## src/rtl/fp_exec_ctrl.sv

```systemverilog
// fp_exec_ctrl: multi-cycle issue/writeback controller for the single-precision
// FP execution unit. Latches operands and control from decode and drives the
// combinational FP ALU. Stalls the pipeline for a per-operation latency so the
// ALU has several cycles to settle. Then it captures either the ALU result for
// register writeback, or the ALU zero flag into the FP condition flag (c.eq.s).
module fp_exec_ctrl #(
    parameter int frac_width = 23,
    parameter int exp_width  = 8,
    parameter int LAT_ADD    = 2,
    parameter int LAT_MUL    = 3,
    parameter int LAT_DIV    = 8
) (
    input  logic                                clk_i,
    input  logic                                rst_i,
    input  logic                                start_i,
    input  logic [2:0]                          op_i,
    input  logic                                cmp_i,
    input  logic [frac_width+exp_width:0]       data1_i,
    input  logic [frac_width+exp_width:0]       data2_i,
    input  logic [4:0]                          rd_i,
    output logic [frac_width+exp_width:0]       alu_a_o,
    output logic [frac_width+exp_width:0]       alu_b_o,
    output logic [2:0]                          alu_ctrl_o,
    input  logic [frac_width+exp_width:0]       alu_data_i,
    input  logic                                alu_zero_i,
    output logic                                busy_o,
    output logic                                done_o,
    output logic                                wb_en_o,
    output logic [4:0]                          wb_addr_o,
    output logic [frac_width+exp_width:0]       wb_data_o,
    output logic                                fcc_o
);

    localparam int W       = frac_width + exp_width + 1;
    localparam int LAT_MAX = (LAT_DIV > LAT_MUL) ? ((LAT_DIV > LAT_ADD) ? LAT_DIV : LAT_ADD)
                                                 : ((LAT_MUL > LAT_ADD) ? LAT_MUL : LAT_ADD);
    localparam int CNT_W   = $clog2(LAT_MAX) + 1;

    localparam logic [2:0] OP_MUL = 3'b000;
    localparam logic [2:0] OP_DIV = 3'b001;
    localparam logic [2:0] OP_SUB = 3'b110;

    typedef enum logic [1:0] {
        S_IDLE = 2'd0,
        S_EXEC = 2'd1,
        S_DONE = 2'd2
    } state_t;

    state_t           state_q, state_d;
    logic [CNT_W-1:0] cnt_q, cnt_d;
    logic [W-1:0]     alu_a_q, alu_a_d;
    logic [W-1:0]     alu_b_q, alu_b_d;
    logic [2:0]       ctrl_q, ctrl_d;
    logic [4:0]       rd_q, rd_d;
    logic             cmp_q, cmp_d;
    logic [W-1:0]     wb_data_q, wb_data_d;
    logic [4:0]       wb_addr_q, wb_addr_d;
    logic             fcc_q, fcc_d;
    logic [2:0]       eff_op;

    // Counter preload: the EXEC state lasts exactly L cycles, counting L-1 down to 0.
    function automatic logic [CNT_W-1:0] cnt_preload(input logic [2:0] op);
        logic [CNT_W-1:0] v;
        case (op)
            OP_MUL:  v = CNT_W'(LAT_MUL - 1);
            OP_DIV:  v = CNT_W'(LAT_DIV - 1);
            default: v = CNT_W'(LAT_ADD - 1);
        endcase
        return v;
    endfunction

    // A compare always runs as a subtraction so the ALU zero flag reflects equality.
    assign eff_op = cmp_i ? OP_SUB : op_i;

    // Next-state logic: issue in IDLE/DONE, count down in EXEC, capture at the last EXEC cycle.
    always_comb begin
        state_d   = state_q;
        cnt_d     = cnt_q;
        alu_a_d   = alu_a_q;
        alu_b_d   = alu_b_q;
        ctrl_d    = ctrl_q;
        rd_d      = rd_q;
        cmp_d     = cmp_q;
        wb_data_d = wb_data_q;
        wb_addr_d = wb_addr_q;
        fcc_d     = fcc_q;
        case (state_q)
            S_IDLE, S_DONE: begin
                if (start_i) begin
                    alu_a_d = data1_i;
                    alu_b_d = data2_i;
                    ctrl_d  = eff_op;
                    rd_d    = rd_i;
                    cmp_d   = cmp_i;
                    cnt_d   = cnt_preload(eff_op);
                    state_d = S_EXEC;
                end else begin
                    state_d = S_IDLE;
                end
            end
            S_EXEC: begin
                // start_i is deliberately not looked at here: decode holds while busy.
                if (cnt_q != '0) begin
                    cnt_d = cnt_q - CNT_W'(1);
                end else begin
                    wb_data_d = alu_data_i;
                    wb_addr_d = rd_q;
                    if (cmp_q) begin
                        fcc_d = alu_zero_i;
                    end
                    state_d = S_DONE;
                end
            end
            default: begin
                state_d = S_IDLE;
            end
        endcase
    end

    // State and datapath registers; reset clears everything including the condition flag.
    always_ff @(posedge clk_i) begin
        if (rst_i) begin
            state_q   <= S_IDLE;
            cnt_q     <= '0;
            alu_a_q   <= '0;
            alu_b_q   <= '0;
            ctrl_q    <= 3'b000;
            rd_q      <= '0;
            cmp_q     <= 1'b0;
            wb_data_q <= '0;
            wb_addr_q <= '0;
            fcc_q     <= 1'b0;
        end else begin
            state_q   <= state_d;
            cnt_q     <= cnt_d;
            alu_a_q   <= alu_a_d;
            alu_b_q   <= alu_b_d;
            ctrl_q    <= ctrl_d;
            rd_q      <= rd_d;
            cmp_q     <= cmp_d;
            wb_data_q <= wb_data_d;
            wb_addr_q <= wb_addr_d;
            fcc_q     <= fcc_d;
        end
    end

    // Status outputs decoded from the state register only, so no path from start_i.
    always_comb begin
        busy_o  = (state_q == S_EXEC);
        done_o  = (state_q == S_DONE);
        wb_en_o = (state_q == S_DONE) && !cmp_q;
    end

    assign alu_a_o    = alu_a_q;
    assign alu_b_o    = alu_b_q;
    assign alu_ctrl_o = ctrl_q;
    assign wb_addr_o  = wb_addr_q;
    assign wb_data_o  = wb_data_q;
    assign fcc_o      = fcc_q;

endmodule

```

## config.mk

```make
export PLATFORM = sky130hd
export DESIGN_NAME = fp_exec_ctrl
export DESIGN_NICKNAME = d
export VERILOG_FILES = /design/src/rtl/fp_exec_ctrl.sv
export SDC_FILE = /design/constraint.sdc
export NUM_CORES = 1
export LEC_CHECK = 0
export CAP_MARGIN = 20
export CORE_ASPECT_RATIO = 0.7
export CORE_MARGIN = 8
export CORE_UTILIZATION = 43
export CTS_BUF_LIST = sky130_fd_sc_hd__clkbuf_4 sky130_fd_sc_hd__clkbuf_8 sky130_fd_sc_hd__clkbuf_16
export CTS_CLUSTER_DIAMETER = 200
export CTS_CLUSTER_SIZE = 24
export DETAILED_ROUTE_END_ITERATION = 10
export PLACE_DENSITY = 0.86
export SETUP_SLACK_MARGIN = 0.4
export SLEW_MARGIN = 10
export SYNTH_ARGS = -nofsm -noshare
export SYNTH_HDL_FRONTEND = slang
export SYNTH_SLANG_ARGS = --single-unit
export TNS_END_PERCENT = 10
```

## constraint.sdc

```tcl
create_clock -name clk_i -period 3.2 [get_ports clk_i]
set_input_delay 0.8 -clock clk_i [delete_from_list [all_inputs] [get_ports clk_i]]
set_output_delay 0.8 -clock clk_i [all_outputs]
set_load 0.05 [all_outputs]
```

==> metrics <==
drt drc 0; worst slew pin tran 0.7852 ns; Max FO, Critical Path 4; gr usage total 0.2001; area delta synth->final 64.86%; first-pass GRT wire length 21.37 mm; max cap viols 0; Crit Path Class reg -> out; final setup fails 0; CP dominant cell by count nor2b_1; Initial Utilization 0.4407; clk slew on worst S/H paths 0.05 ns; DR pass1 iterations 4; Critical Path Source Type flop; Hold Buf Count CTS 0; Max Slew Vio Count 0; critical path buffer and inverter count 1; non-filler cells in the finished layout 867; port bufs 216; Synth warnings 0; CTS root buf clkbuf_16; grt ovf 0; post-CTS sizing 0; Total Neg Setup Slack 0 ns; CORE AREA 9647 um2; data arrival time of the critical path 1.87 ns; # Post-CTS Setup Buffers 0; Final period util 0.8340; Ant. Diodes 0; H-tree depth 4; Post-Syn Instances 523; Max-Slew Margin vs Limit 0.4765; RSZ-0062 raised after global routing false; Post-DP Area 6409 um2; Final Util 0.7266; CTS max path bufs 2; share of layout cells above drive strength 1 0.08254; Yosys reg bits 117; syn nets 634; routed vias/inst 4.897; final non-filler cell area 7009 um2; Leak 2.587 nW; family with the most delay on the worst path buffers and inverters; status complete, no violations; IR drop worst, VDD 0.0003799 V; I/O pin count 217; Wirelength per Cell 15.67 um; CP max stage delay 0.83 ns; Flop pwr share 0.365; final clock skew 0.007132 ns; GPL Wtd Cong 0.7936; CTS Buf Count 17; Detail Placement HPWL 9.805 mm; final net count 838; Skew-Pair Late Insertion Delay 0.39 ns; slowest cell on the critical path clkdlybuf4s50_1; DP Cell Count 836; combinational share of power 0.204; vias 4246; switching share of total power 0.2809; Int Power 0.003168 W; Iter 0 DRT Violations 192; Pwr Density 628.5 nW/um2; Synth Cell Area 4252 um2; CTS tree built; commonest non-fill, non-tap cells in the layout 214 x nand2_1, 214 x clkdlybuf4s50_1, 117 x dfxtp_1, 96 x a21oi_1, 17 x clkbuf_16; antenna-violating nets left 0; die span in x 134.8 um; crit path cell chain nor2b_1, nor2b_1, clkdlybuf4s50_1; drt total wl 13.58 mm; P_sw 0.001237 W; Avg Cell Area, Syn 8.129 um2; Max Fclk 374.7 MHz; sequential element share of the synthesized area 0.5509; CP endpoint kind output pin; FP Rows 30; clock share of power 0.431; Worst EP required 2.40 ns; pin count of the biggest net entering global routing 77; initial antenna violation count 0; clock period minus worst slack 2.669 ns; worst min path class reg -> reg; post-synth cell types 31; vias in the first global route 4299; Min Hold Slack 0.4461 ns; die span in y 99.20 um; Hold Fails Final Rpt 0; TritonCTS Sinks 117; Die ar. 13380 um2
registers in the layout (all words and copies together), names as in the netlist:
| signal | flops |
|---|---|
| cmp_q | 1 |
| state_q | 2 |
| alu_ctrl_o | 3 |
| wb_addr_o | 5 |
| wb_data_o | 32 |
| alu_a_o | 32 |
| cnt_q | 4 |
| fcc_o | 1 |
| alu_b_o | 32 |
| rd_q | 5 |
synthesized netlist by cell type (all sizes together):
cell,n,area [um2]
o21ai,2,10.01
a21oi,109,594.3
a32o,2,20.02
nand2,218,828.3
or4,1,7.510
mux2i,1,10.01
nand3,5,25.02
nor4,2,12.51
a31oi,1,6.260
nor2b,3,18.77
ha,2,25.02
inv,5,18.76
buf,25,172.7
nand3b,1,7.510
clkbuf,12,45.04
nor3b,1,18.77
or3,1,6.260
o21a,1,7.510
and2,1,8.760
nor2,5,18.77
a211oi,1,7.510
dfxtp,117,2342
nor3,5,25.02
nand2b,2,15.02
worst min-delay path: stages (launching register included):
cell and delay, ns:
dfxtp_1 0.30, nand2_1 0.05, a21oi_1 0.05
power groups by stage:
stage	sequential, W	clock [W]	combinational, W
after CTS	0.00161	0.00193	0.000904
after detailed placement	0.00164	0	0.000898
after floorplan	0.00192	0	0.000271
after global routing	0.00162	0.00201	0.000957
final	0.00161	0.00190	0.000897
after global placement	0.00163	0	0.000882
final cells by class:
type	instances	area (um2)
Tap cell	128	160.2
Multi-Input combinational cell	364	1683
Sequential cell	117	2342
Inverter	5	18.77
Clock buffer	21	467.9
Fill cell	701	2638
Clock inverter	10	130.1
Timing Repair Buffer	222	2207
through the flow:
stage | power, W | setup slack [ns]
2_1_floorplan | 0.002189 | 0.5432
3_3_place_gp | 0.002513 | 0.9171
3_5_place_dp | 0.002535 | 0.8812
4_1_cts | 0.004446 | 0.4433
5_1_grt | 0.004586 | 0.4008
6_report | 0.004405 | 0.5311
path summary, 6_finish.rpt:
| path | start | to | slack, ns | cells after the start |
|---|---|---|---|---|
| setup / recovery | state_q[0]$_SDFFE_PP0P_ | wb_en_o | 0.53 | 3 |
| hold / removal | rd_q[3]$_SDFFE_PP0P_ | wb_addr_o[3]$_SDFFE_PP0P_ | 0.45 | 2 |
| setup reg to reg | cnt_q[0]$_SDFFE_PP0P_ | wb_data_o[19]$_SDFFE_PP0P_ | 1.50 | 6 |
| hold reg to reg | rd_q[3]$_SDFFE_PP0P_ | wb_addr_o[3]$_SDFFE_PP0P_ | 0.45 | 2 |
logic make-up (layout without fill, tap and decap cells):
group,Yosys count,after routing,share of synthesized area
AND/OR/NAND/NOR,245,245,0.2334
flip-flops,117,117,0.5509
AO/OA/AOI/OAI,116,116,0.1519
buffers and inverters,42,258,0.05562
adder cells (fa/ha/maj),2,2,0.005885
multiplexers,1,1,0.002354
layer usage:
metal / routed length [um] / GRT usage / share of wire
met1: 5182 / 0.2127 / 0.38
met4: 401 / 0.1092 / 0.030
met2: 6523 / 0.3253 / 0.48
met3: 1476 / 0.09265 / 0.11
met5: 0 / 0 / 0
Power figures use the tool's default switching activity.
